## src/rtl/pin_button_reader.sv

```systemverilog
// pin_button_reader
// Synchronizes and debounces the raw pushbutton pin, classifies each accepted
// press as short or long, and shows a 4-bit press count on the LED pins.
// Everything runs in the pG0 domain; pG1 is an asynchronous active-high reset.

module pin_button_reader #(
  parameter int DB_BITS    = 10,
  parameter int LONG_BITS  = 14,
  parameter bit ACTIVE_LOW = 1'b1
) (
  input  logic pG0,
  input  logic pG1,
  input  logic p3B2,
  output logic p3A0,
  output logic p3A1,
  output logic p3A2,
  output logic p3A3,
  output logic press_pulse,
  output logic long_pulse,
  output logic held
);

  // Pin level when the button is released; the synchronizer resets to it so
  // that reset never looks like a press.
  localparam logic INACTIVE_LVL = ACTIVE_LOW;

  localparam logic [DB_BITS-1:0]   DB_MAX    = {DB_BITS{1'b1}};
  localparam logic [DB_BITS-1:0]   DB_ZERO   = {DB_BITS{1'b0}};
  localparam logic [DB_BITS-1:0]   DB_ONE    = DB_BITS'(1'b1);
  localparam logic [LONG_BITS-1:0] HOLD_MAX  = {LONG_BITS{1'b1}};
  localparam logic [LONG_BITS-1:0] HOLD_ZERO = {LONG_BITS{1'b0}};
  localparam logic [LONG_BITS-1:0] HOLD_ONE  = LONG_BITS'(1'b1);

  typedef enum logic [1:0] {
    ST_IDLE    = 2'd0,
    ST_PRESSED = 2'd1,
    ST_HELD    = 2'd2
  } state_t;

  // Two-flop synchronizer; nothing else looks at p3B2.
  logic sync1_q, sync1_d;
  logic sync2_q, sync2_d;

  // Debouncer: accepted level plus run length of differing samples.
  logic               stable_q, stable_d;
  logic [DB_BITS-1:0] db_ctr_q, db_ctr_d;

  // Press classifier and registered outputs.
  state_t               state_q, state_d;
  logic [LONG_BITS-1:0] hold_ctr_q, hold_ctr_d;
  logic [3:0]           count_q, count_d;
  logic                 press_q, press_d;
  logic                 long_q, long_d;
  logic                 held_q, held_d;

  // Polarity-normalized synchronized button: 1 means pressed.
  logic btn_s;

  assign btn_s = sync2_q ^ ACTIVE_LOW;

  // Synchronizer next state: shift the raw pin through two stages.
  always_comb begin
    sync1_d = p3B2;
    sync2_d = sync1_q;
  end

  // Debounce: a new level is accepted only after a full window of differing
  // samples; any agreeing sample restarts the window.
  always_comb begin
    stable_d = stable_q;
    db_ctr_d = db_ctr_q;
    if (btn_s == stable_q) begin
      db_ctr_d = DB_ZERO;
    end else if (db_ctr_q != DB_MAX) begin
      db_ctr_d = db_ctr_q + DB_ONE;
    end else begin
      stable_d = btn_s;
      db_ctr_d = DB_ZERO;
    end
  end

  // Press classifier: counts presses, times the hold, raises strobes.
  // A release seen on the cycle the hold timer expires wins over the long strobe.
  always_comb begin
    state_d    = state_q;
    hold_ctr_d = hold_ctr_q;
    count_d    = count_q;
    press_d    = 1'b0;
    long_d     = 1'b0;
    held_d     = held_q;
    case (state_q)
      ST_IDLE: begin
        if (stable_q) begin
          state_d    = ST_PRESSED;
          press_d    = 1'b1;
          count_d    = count_q + 4'd1;
          hold_ctr_d = HOLD_ZERO;
        end else begin
          state_d    = ST_IDLE;
        end
      end
      ST_PRESSED: begin
        if (!stable_q) begin
          state_d    = ST_IDLE;
        end else if (hold_ctr_q == HOLD_MAX) begin
          state_d    = ST_HELD;
          long_d     = 1'b1;
          held_d     = 1'b1;
        end else begin
          hold_ctr_d = hold_ctr_q + HOLD_ONE;
        end
      end
      ST_HELD: begin
        if (!stable_q) begin
          state_d    = ST_IDLE;
          held_d     = 1'b0;
        end else begin
          state_d    = ST_HELD;
        end
      end
      default: begin
        state_d    = ST_IDLE;
        hold_ctr_d = HOLD_ZERO;
        held_d     = 1'b0;
      end
    endcase
  end

  // State register for the whole block; pG1 clears it without a clock.
  always_ff @(posedge pG0 or posedge pG1) begin
    if (pG1) begin
      sync1_q    <= INACTIVE_LVL;
      sync2_q    <= INACTIVE_LVL;
      stable_q   <= 1'b0;
      db_ctr_q   <= DB_ZERO;
      state_q    <= ST_IDLE;
      hold_ctr_q <= HOLD_ZERO;
      count_q    <= 4'd0;
      press_q    <= 1'b0;
      long_q     <= 1'b0;
      held_q     <= 1'b0;
    end else begin
      sync1_q    <= sync1_d;
      sync2_q    <= sync2_d;
      stable_q   <= stable_d;
      db_ctr_q   <= db_ctr_d;
      state_q    <= state_d;
      hold_ctr_q <= hold_ctr_d;
      count_q    <= count_d;
      press_q    <= press_d;
      long_q     <= long_d;
      held_q     <= held_d;
    end
  end

  assign p3A0        = count_q[0];
  assign p3A1        = count_q[1];
  assign p3A2        = count_q[2];
  assign p3A3        = count_q[3];
  assign press_pulse = press_q;
  assign long_pulse  = long_q;
  assign held        = held_q;

endmodule

```

## config.mk

```make
export PLATFORM = sky130hd
export DESIGN_NAME = pin_button_reader
export DESIGN_NICKNAME = d
export VERILOG_FILES = /design/src/rtl/pin_button_reader.sv
export SDC_FILE = /design/constraint.sdc
export NUM_CORES = 1
export LEC_CHECK = 0
export CAP_MARGIN = 20
export CORE_MARGIN = 5
export CORE_UTILIZATION = 50
export CTS_CLUSTER_SIZE = 28
export DETAILED_ROUTE_END_ITERATION = 6
export PLACE_DENSITY = 0.8
export RECOVER_POWER = 50
export SYNTH_ARGS = -nofsm -noshare
export SYNTH_HDL_FRONTEND = slang
export SYNTH_SLANG_ARGS = --single-unit
```

## constraint.sdc

```tcl
create_clock -name pG0 -period 4.16 [get_ports pG0]
set_clock_uncertainty 0.15 [all_clocks]
set_input_delay 0.832 -clock pG0 [delete_from_list [all_inputs] [get_ports pG0]]
set_output_delay 0.832 -clock pG0 [all_outputs]
set_load 0.02 [all_outputs]
```

==> impl_metrics.py, run 1 <==
metrics = {
    "drt": {
        "viasPerCell": 5.81,
        "wl_met1_um": 1610,
        "ant_nets": 0,
        "top_layer_used": "met4",
        "drt_iter0_markers": 143,
        "drt-pass1-iter-count": 4,
        "drt-wirelength-per-cell_um": 14.5,
        "via_count": 1442,
        "routed_wl_um": 3590,
        "wl_met3_um": 143,
        "wl_met2_um": 1770,
        "drc_errors": 0,
    },
    "layout": {
        "instances_no_fill": 248,
        "area_growth_pct": 12.2,
        "nFillCells": 340,
        "multiInputGateArea_um2": 881,
        "regArea_um2": 903,
        "fin_util": 0.571,
        "drive_gt1_frac": 0.0750,
        "diodes": 0,
        "final_nets": 209,
    },
    "cts": {
        "cts.sinks": 36,
        "hold_buffers": 0,
        "cts.path.max_buffers": 2,
        "clk_latency_ps": 290,
        "cts_buffers": 5,
        "cts.clk_slew.worst_paths_ps": 70,
        "h-tree-depth": 2,
        "post_cts_resized": 0,
        "cts_tree": "done",
        "cts_setup_buffers": 0,
        "root_buffer": "clkbuf_8",
    },
    "placed_design": {
        "gp_congestion": 0.923,
        "dp_cells": 240,
        "io_buffers": 9,
        "dp_hpwl_um": 2460,
        "dp_worst_setup_slack_ps": 1820,
    },
    "yosys": {
        "yosys_warnings": 0,
        "ys_async_sr_fraction": 1.00,
        "synth-edff-count": 0,
        "synth_seq_area_share": 0.488,
        "synth.avg_cell_area_um2": 9.74,
        "synthCells": 190,
        "yosysUniqueCellTypes": 43,
        "dominantRegCellSynth": "dfrtp_1",
        "synth_seq_cells": 36,
        "syn_area_um2": 1850,
        "synth_nets": 200,
    },
    "min_path": {
        "hp-class": "reg2reg",
    },
    "global_route": {
        "grt_max_degree": 27,
        "grt-ovfl-total": 0,
        "grt_pass1_vias": 1395,
        "track_usage": 0.155,
        "grt_antenna_before_repair": 0,
        "grt_pass1_wl_um": 6160,
    },
    "floorplan": {
        "initial_core_util": 0.509,
        "io_pins": 10,
        "die_h_um": 70.8,
        "die_w_um": 70.8,
        "die_area_um2": 5020,
        "coreArea_um2": 3630,
        "row_count": 22,
    },
    "sta": {
        "fin_setup_tns_ps": 0,
        "worst_slew_pin_slew_ps": 925,
        "relSlewSlack": 0.383,
        "setup_viol": 0,
        "fmax_ghz": 0.417,
        "min_period_over_period": 0.576,
        "fin_ws_ps": 1760,
        "hold_viol_final": 0,
        "maxSlewViolCount": 0,
        "fin_crit_ps": 2400,
        "grt_setup_unrepaired": "false",
    },
    "pwr": {
        "leakage_nw": 0.872,
        "p_sw_frac": 0.211,
        "clockPowerShare": 0.424,
        "finalPower_mw": 0.646,
        "cellInternalPower_mw": 0.510,
        "p_sw_mw": 0.136,
        "seq_power_share": 0.552,
        "power.density_nw_per_um2": 311,
        "irDropWorstVdd_mv": 0.235,
        "comb_power_share": 0.024,
    },
    "worst_setup_path": {
        "path_buf_inv": 1,
        "r2r_slack_ps": 1760,
        "worstSetupPathType": "reg2reg",
        "worstPathCellList": "inv_1 -> ha_1 -> nor2_1 -> o21bai_1 -> nor3_1 -> a211oi_1",
        "cpPeakStageDelay_ps": 530,
        "critical_path.slowest_cell": "ha_1",
        "crit_arrival_ps": 2440,
        "crit_family": "compound AO/OA/AOI/OAI gates",
        "crit_path_start_kind": "flip-flop",
        "crit_required_ps": 4200,
        "worstPathMaxFanout": 19,
        "cp-end-kind": "flip-flop",
    },
    "status": {
        "status": "finished clean",
    },
    "job": {
        "maxCapViolations": 0,
    },
}
## synthesized netlist by cell type (2+ instances only)
master	number	area (um^2)
nor3_1	5	25.0
a211oi_1	2	15.0
nor4_1	2	12.5
o41ai_1	2	17.5
dfstp_2	2	52.6
o21ai_0	6	30.0
ha_1	7	87.6
a311oi_1	3	26.3
clkbuf_1	6	22.5
nand3b_1	2	15.0
a31oi_1	2	12.5
nand4_1	7	43.8
and3_1	5	31.3
nand2_1	19	71.3
nor2_1	18	67.6
xor2_1	6	52.6
mux2i_1	2	20.0
a41oi_1	4	35.0
xnor2_1	6	52.6
or3_1	2	12.5
a21oi_1	5	25.0
dfrtp_1	34	851
inv_1	9	33.8
nand2b_1	2	12.5
o311ai_0	2	17.5
nand3_1	12	60.1
clkbuf_2	2	10.0
## per-stage QoR
step / cell area [um^2] / hold slack, ps
after global placement: 1980 / 198
after CTS: 2080 / 212
after detailed placement: 1980 / 200
after global routing: 2080 / 217
after floorplan: 1850 / 195
final: 2080 / 214
## layer usage
metal	track usage	vias up
li1	-	709
met1	0.186	697
met2	0.255	28
met3	0.0511	8
met4	0.0668	0
met5	0	-
## flip-flops by register name, indices dropped and copies added (netlist names)
name,count
sync2_q,1
sync1_q,1
press_pulse,1
db_ctr_q,10
stable_q,1
state_q,2
count_q,4
hold_ctr_q,14
long_pulse,1
held,1
## final timing paths
| kind | start | to | cells after the start |
|---|---|---|---|
| worst max register to register | state_q[1] | hold_ctr_q[8] | 6 |
| min in group asynchronous | pG1 | db_ctr_q[4] | 2 |
| worst min register to register | sync1_q | sync2_q | 0 |
| worst max-delay path | state_q[1] | hold_ctr_q[8] | 6 |
| worst min-delay path | sync1_q | sync2_q | 0 |
| max in group asynchronous | pG1 | long_pulse | 3 |
## power groups by stage
| stage | sequential [mW] | combinational, mW | clock, mW |
|---|---|---|---|
| 5_1_grt | 0.357 | 0.0186 | 0.303 |
| 3_3_place_gp | 0.363 | 0.0155 | 0 |
| 3_5_place_dp | 0.363 | 0.0165 | 0 |
| 6_report | 0.357 | 0.0154 | 0.274 |
| 2_1_floorplan | 0.363 | 0.0110 | 0 |
| 4_1_cts | 0.357 | 0.0165 | 0.280 |
## cell families after synthesis
family / synth area share
fa+ha+maj: 0.0473
compound gates: 0.130
mux: 0.0169
simple gates: 0.225
flops: 0.488
buf+inv: 0.0358
xor+xnor: 0.0568
## area by class of cell
type / count / area share
clock buffers: 8 / 0.0482
flip-flops and latches: 36 / 0.435
well taps: 48 / 0.0289
multi-input cells: 137 / 0.424
repair buffers: 10 / 0.0470
inverters: 9 / 0.0163
## layout by cell type, fill, tap and decap left out, types with 2 or more instances in the layout
master and instances:
a211oi_1 2, a21oi_1 5, a311oi_1 3, a31oi_1 2, a41oi_1 4, and3_1 5
clkbuf_8 7, clkdlybuf4s50_1 7, dfrtp_1 34, dfstp_2 2, dlygate4sd3_1 2, ha_1 7
inv_1 9, mux2i_1 2, nand2_1 19, nand2b_1 2, nand3_1 12, nand3b_1 2
nand4_1 7, nor2_1 18, nor3_1 5, nor4_1 2, o21ai_0 6, o311ai_0 2
o41ai_1 2, or3_1 2, xnor2_1 6, xor2_1 6
(Power assumes the default switching activity.)
==> run 2, diff against run 1 <==
--- a/config.mk
+++ b/config.mk
@@ -10,7 +10,7 @@
 export CORE_UTILIZATION = 50
 export CTS_CLUSTER_SIZE = 28
 export DETAILED_ROUTE_END_ITERATION = 6
-export PLACE_DENSITY = 0.8
+export PLACE_DENSITY = 0.83
 export RECOVER_POWER = 50
 export SYNTH_ARGS = -nofsm -noshare
 export SYNTH_HDL_FRONTEND = slang
==> constraint.sdc (replaced) <==
create_clock -name pG0 -period 2.19 [get_ports pG0]
set_clock_uncertainty 0.15 [all_clocks]
set_input_delay 0.438 -clock pG0 [delete_from_list [all_inputs] [get_ports pG0]]
set_output_delay 0.438 -clock pG0 [all_outputs]
set_load 0.02 [all_outputs]
==> run 2 against run 1 <==
Effect of this change:
- clock power is 68% higher
- wire length decreased by 0.22%
- global-route usage fell by 0.17 points
- total power grew 81%
- hold slack worse by 2.1 ps
- sequential power grew 90%
- highest routed layer unchanged
==> impl_metrics.py, run 2 (synthesized netlist as in run 1, its figures left out) <==
metrics = {
    "worst_setup_path": {
        "cp-end-kind": "flip-flop",
        "crit_arrival_ps": 2040,
        "crit_path_start_kind": "flip-flop",
        "cpPeakStageDelay_ps": 410,
        "critical_path.slowest_cell": "dfrtp_1",
        "crit_family": "simple AND/OR/NAND/NOR gates",
        "path_buf_inv": 0,
        "worstSetupPathType": "reg2reg",
        "worstPathCellList": "ha_1 -> and4_2 -> nand4_1 -> a311o_1 -> o41ai_1",
        "worstPathMaxFanout": 7,
        "crit_required_ps": 2220,
    },
    "layout": {
        "largest_reg_flops": 14,
        "diodes": 0,
        "reg_top3": "hold_ctr_q (14), db_ctr_q (10), count_q (4)",
        "final_nets": 214,
        "area_growth_pct": 13.3,
        "drive_gt1_frac": 0.0927,
        "top_register": "hold_ctr_q",
        "fin_util": 0.577,
        "layout_common_cells": "34 x dfrtp_1, 19 x nand2_1, 18 x nor2_1",
        "final_common_cell": "dfrtp_1",
    },
    "job": {
        "maxCapViolations": 0,
    },
    "drt": {
        "drt-pass1-iter-count": 6,
        "via_count": 1477,
        "drc_errors": 0,
        "drt-wirelength-per-cell_um": 14.1,
        "routed_wl_um": 3580,
        "ant_nets": 0,
        "viasPerCell": 5.84,
        "drt_iter0_markers": 162,
    },
    "cts": {
        "cts.sinks": 36,
        "post_cts_resized": 0,
        "h-tree-depth": 2,
        "root_buffer": "clkbuf_8",
        "cts.clk_slew.worst_paths_ps": 80,
        "cts_tree": "done",
        "hold_buffers": 0,
        "cts_setup_buffers": 0,
        "cts.path.max_buffers": 2,
        "cts_buffers": 5,
        "clk_latency_ps": 290,
    },
    "min_path": {
        "hp-class": "reg2reg",
    },
    "sta": {
        "worst_slew_pin_slew_ps": 864,
        "hold_viol_final": 0,
        "grt_setup_unrepaired": "false",
        "min_period_over_period": 0.918,
        "maxSlewViolCount": 0,
        "fmax_ghz": 0.497,
        "fin_crit_ps": 2010,
        "fin_setup_tns_ps": 0,
        "setup_viol": 0,
        "fin_ws_ps": 179,
        "relSlewSlack": 0.424,
    },
    "pwr": {
        "power.density_nw_per_um2": 557,
        "leakage_nw": 0.889,
        "irDropWorstVdd_mv": 0.455,
    },
    "global_route": {
        "track_usage": 0.154,
        "use_met2": 0.235,
        "top_usage_layer": "met2",
        "use_met1": 0.194,
        "grt_antenna_before_repair": 0,
        "grt_util_met3": 0.0355,
        "grt_max_degree": 37,
        "grt-ovfl-total": 0,
        "grt_pass1_vias": 1369,
        "grt_pass1_wl_um": 6090,
    },
    "floorplan": {
        "initial_core_util": 0.509,
        "die_w_um": 70.8,
        "die_area_um2": 5020,
        "io_pins": 10,
        "coreArea_um2": 3630,
        "row_count": 22,
        "die_h_um": 70.8,
    },
    "status": {
        "status": "finished clean",
    },
    "placed_design": {
        "gp_congestion": 0.920,
        "dp_worst_setup_slack_ps": 242,
        "dp_hpwl_um": 2540,
        "io_buffers": 9,
    },
}
==> run 2: metrics by stage <==
| stage | hold slack [ps] | area (um^2) | power (mW) | instances |
|---|---|---|---|---|
| floorplan | 195 | 1850 | 0.710 | 190 |
| global route | 220 | 2100 | 1.22 | 253 |
| global placement | 195 | 2010 | 0.720 | 245 |
| detailed placement | 201 | 2010 | 0.721 | 245 |
| finish | 212 | 2100 | 1.17 | 253 |
| CTS | 214 | 2100 | 1.18 | 253 |
==> run 2: report_power, final <==
group          internal (mW)  leakage [nW]  switching (mW)  total [mW]
Clock                  0.227        0.0424           0.234       0.461
Sequential             0.672         0.494         0.00538       0.678
Combinational        0.00822         0.353          0.0202      0.0284
==> run 2: path summary, 6_finish.rpt <==
kind / cells after the start / endpoint / from / slack [ps]
setup / recovery: 5 / hold_ctr_q[3] / hold_ctr_q[0] / 180
hold / removal: 0 / sync2_q / sync1_q / 210
setup reg to reg: 5 / hold_ctr_q[3] / hold_ctr_q[0] / 180
hold reg to reg: 0 / sync2_q / sync1_q / 210
max in group asynchronous: 3 / hold_ctr_q[10] / pG1 / 660
min in group asynchronous: 3 / hold_ctr_q[0] / pG1 / 680
==> run 2: worst register-to-register path, delay by kind of cell (launching register included) <==
family | cells | cell delay, ps
AO/OA/AOI/OAI | 2 | 460
adder cells (fa/ha/maj) | 1 | 300
flip-flops | 1 | 410
AND/OR/NAND/NOR | 2 | 570
==> run 2: metal layers <==
layer,up-vias,routed length [um]
li1,716,-
met1,704,1570
met2,44,1720
met3,13,177
met4,0,112
met5,-,0
==> run 2: final cells by class <==
class	count	area [um^2]
Clock buffer	7	76.3
Clock inverter	1	8.76
Fill cell	313	1540
Inverter	9	33.8
Multi-Input combinational cell	137	881
Sequential cell	36	903
Tap cell	48	60.1
Timing Repair Buffer	15	133
==> run 3, diff against run 2 <==
--- a/config.mk
+++ b/config.mk
@@ -12,6 +12,7 @@
 export DETAILED_ROUTE_END_ITERATION = 6
 export PLACE_DENSITY = 0.83
 export RECOVER_POWER = 50
+export SETUP_SLACK_MARGIN = 0.5
 export SYNTH_ARGS = -nofsm -noshare
 export SYNTH_HDL_FRONTEND = slang
 export SYNTH_SLANG_ARGS = --single-unit
==> run 3 against run 2 <==
Effect of this change:
- maximum frequency increased by 5.8%
- via count increased by 20%
- cell area increased by 25%
- core utilization increased by 15 points
- hold slack got worse by 4.5 ps
- first-iteration DRC count increased by 94%
- largest cell class is now multi-input gates
==> impl_metrics.py, run 3 (synthesized netlist as in run 1, its figures left out) <==
metrics = {
    "drt": {
        "viasPerCell": 6.14,
        "drt_iter0_markers": 315,
        "drc_errors": 0,
        "drt-wirelength-per-cell_um": 20.3,
        "routed_wl_um": 5850,
        "drt-pass1-iter-count": 4,
        "ant_nets": 0,
        "via_count": 1768,
    },
    "placed_design": {
        "dp_hpwl_um": 2500,
        "dp_cells": 244,
        "gp_congestion": 0.865,
        "dp_worst_setup_slack_ps": 257,
        "post_dp_cell_area_um2": 2040,
        "io_buffers": 9,
    },
    "pwr": {
        "p_sw_mw": 0.283,
        "p_sw_frac": 0.217,
        "finalPower_mw": 1.30,
        "seq_power_share": 0.521,
        "clockPowerShare": 0.456,
        "irDropWorstVdd_mv": 0.594,
        "leakage_nw": 1.14,
        "cellInternalPower_mw": 1.02,
        "comb_power_share": 0.023,
        "power.density_nw_per_um2": 494,
    },
    "status": {
        "status": "finished clean",
    },
    "worst_setup_path": {
        "r2r_slack_ps": 290,
        "rr_endpoint": "hold_ctr_q[3]",
        "crit_start": "state_q[1]",
        "worstPathMaxFanout": 6,
        "r2r-start": "state_q[1]",
        "worstSetupPathType": "reg2reg",
        "crit_required_ps": 2190,
        "cp-endpoint": "hold_ctr_q[3]",
        "r2r_cells": 6,
        "crit_path_start_kind": "flip-flop",
        "cp-end-kind": "flip-flop",
        "crit_arrival_ps": 1900,
    },
    "layout": {
        "final_nets": 249,
        "fin_util": 0.724,
        "diodes": 0,
        "drive_gt1_frac": 0.379,
        "layout_common_cells": "30 x buf_4, 27 x dfrtp_1, 16 x nor2_1, 16 x nand2_1, 11 x nand3_1",
        "final_common_cell": "buf_4",
        "instances_no_fill": 288,
        "area_growth_pct": 42.1,
        "top_register": "hold_ctr_q",
        "fin_area_um2": 2630,
        "nFillCells": 240,
        "reg_top3": "hold_ctr_q (14), db_ctr_q (10), count_q (4)",
        "largest_reg_flops": 14,
    },
    "floorplan": {
        "io_pins": 10,
        "initial_core_util": 0.509,
        "die_w_um": 70.8,
        "coreArea_um2": 3630,
        "row_count": 22,
        "die_h_um": 70.8,
        "die_area_um2": 5020,
    },
    "cts": {
        "h-tree-depth": 2,
        "cts_buffers": 5,
        "cts.sinks": 36,
        "clk_latency_ps": 300,
        "cts.path.max_buffers": 2,
        "root_buffer": "clkbuf_8",
        "hold_buffers": 0,
        "cts.clk_slew.worst_paths_ps": 80,
        "cts_tree": "done",
    },
    "sta": {
        "grt_setup_unrepaired": "true",
        "min_period_over_period": 0.868,
        "fin_crit_ps": 1900,
        "fin_ws_ps": 289,
        "fin_setup_tns_ps": 0,
        "relSlewSlack": 0.591,
        "timing.hold.ws_ps": 208,
        "worst_slew_pin_slew_ps": 613,
        "hold_viol_final": 0,
        "setup_viol": 0,
        "fmax_ghz": 0.526,
        "maxSlewViolCount": 0,
    },
    "job": {
        "maxCapViolations": 0,
    },
    "min_path": {
        "holdCritStartpoint": "sync1_q",
        "hp-class": "reg2reg",
        "hold_depth": 0,
    },
    "global_route": {
        "grt_pass1_wl_um": 8110,
        "grt_max_degree": 27,
        "grt-ovfl-total": 0,
        "track_usage": 0.209,
        "grt_antenna_before_repair": 0,
        "grt_pass1_vias": 1615,
    },
}
==> run 3: power by group through the flow <==
stage / clock network, mW / registers (mW) / logic [mW]
2_1_floorplan: 0 / 0.689 / 0.0208
3_3_place_gp: 0 / 0.690 / 0.0311
3_5_place_dp: 0 / 0.690 / 0.0318
4_1_cts: 0.596 / 0.677 / 0.0321
5_1_grt: 0.629 / 0.678 / 0.0353
6_report: 0.594 / 0.677 / 0.0296
==> run 3: critical path, cell delays in order (launching register included) <==
cell and delay (ps):
dfrtp_1 420, inv_2 130, ha_4 180, buf_6 120, nand3b_1 180, buf_4 230
o41ai_2 350
==> run 3: area by class of cell <==
class / count / area [um^2] / share of cell area
clock inverter: 3 / 42.5 / 0.0162
multi-input combinational: 137 / 1090 / 0.415
sequential: 36 / 912 / 0.347
clock buffer: 5 / 68.8 / 0.0262
timing repair buffer: 50 / 418 / 0.159
inverter: 9 / 36.3 / 0.0138
tap: 48 / 60.1 / 0.0228
==> run 3: metal layers <==
metal,up-vias,GRT usage,part of all wire
li1,791,-,-
met1,849,0.231,0.37
met2,97,0.359,0.51
met3,31,0.0611,0.067
met4,0,0.113,0.053
met5,-,0,0
==> run 3: repair_timing <==
action | 4_1_cts | 5_1_grt
endpoints found under the setup margin | 25 | 28
resized for setup | 32 | 27
pin swaps | 10 | 12
buffers inserted | 25 | 11
==> run 3: worst min path at each step <==
| stage | to | slack [ps] |
|---|---|---|
| detailed placement | sync2_q | 200 |
| CTS | sync2_q | 210 |
| finish | sync2_q | 210 |
| floorplan | sync2_q | 200 |
| global placement | sync2_q | 200 |
| global route | sync2_q | 210 |
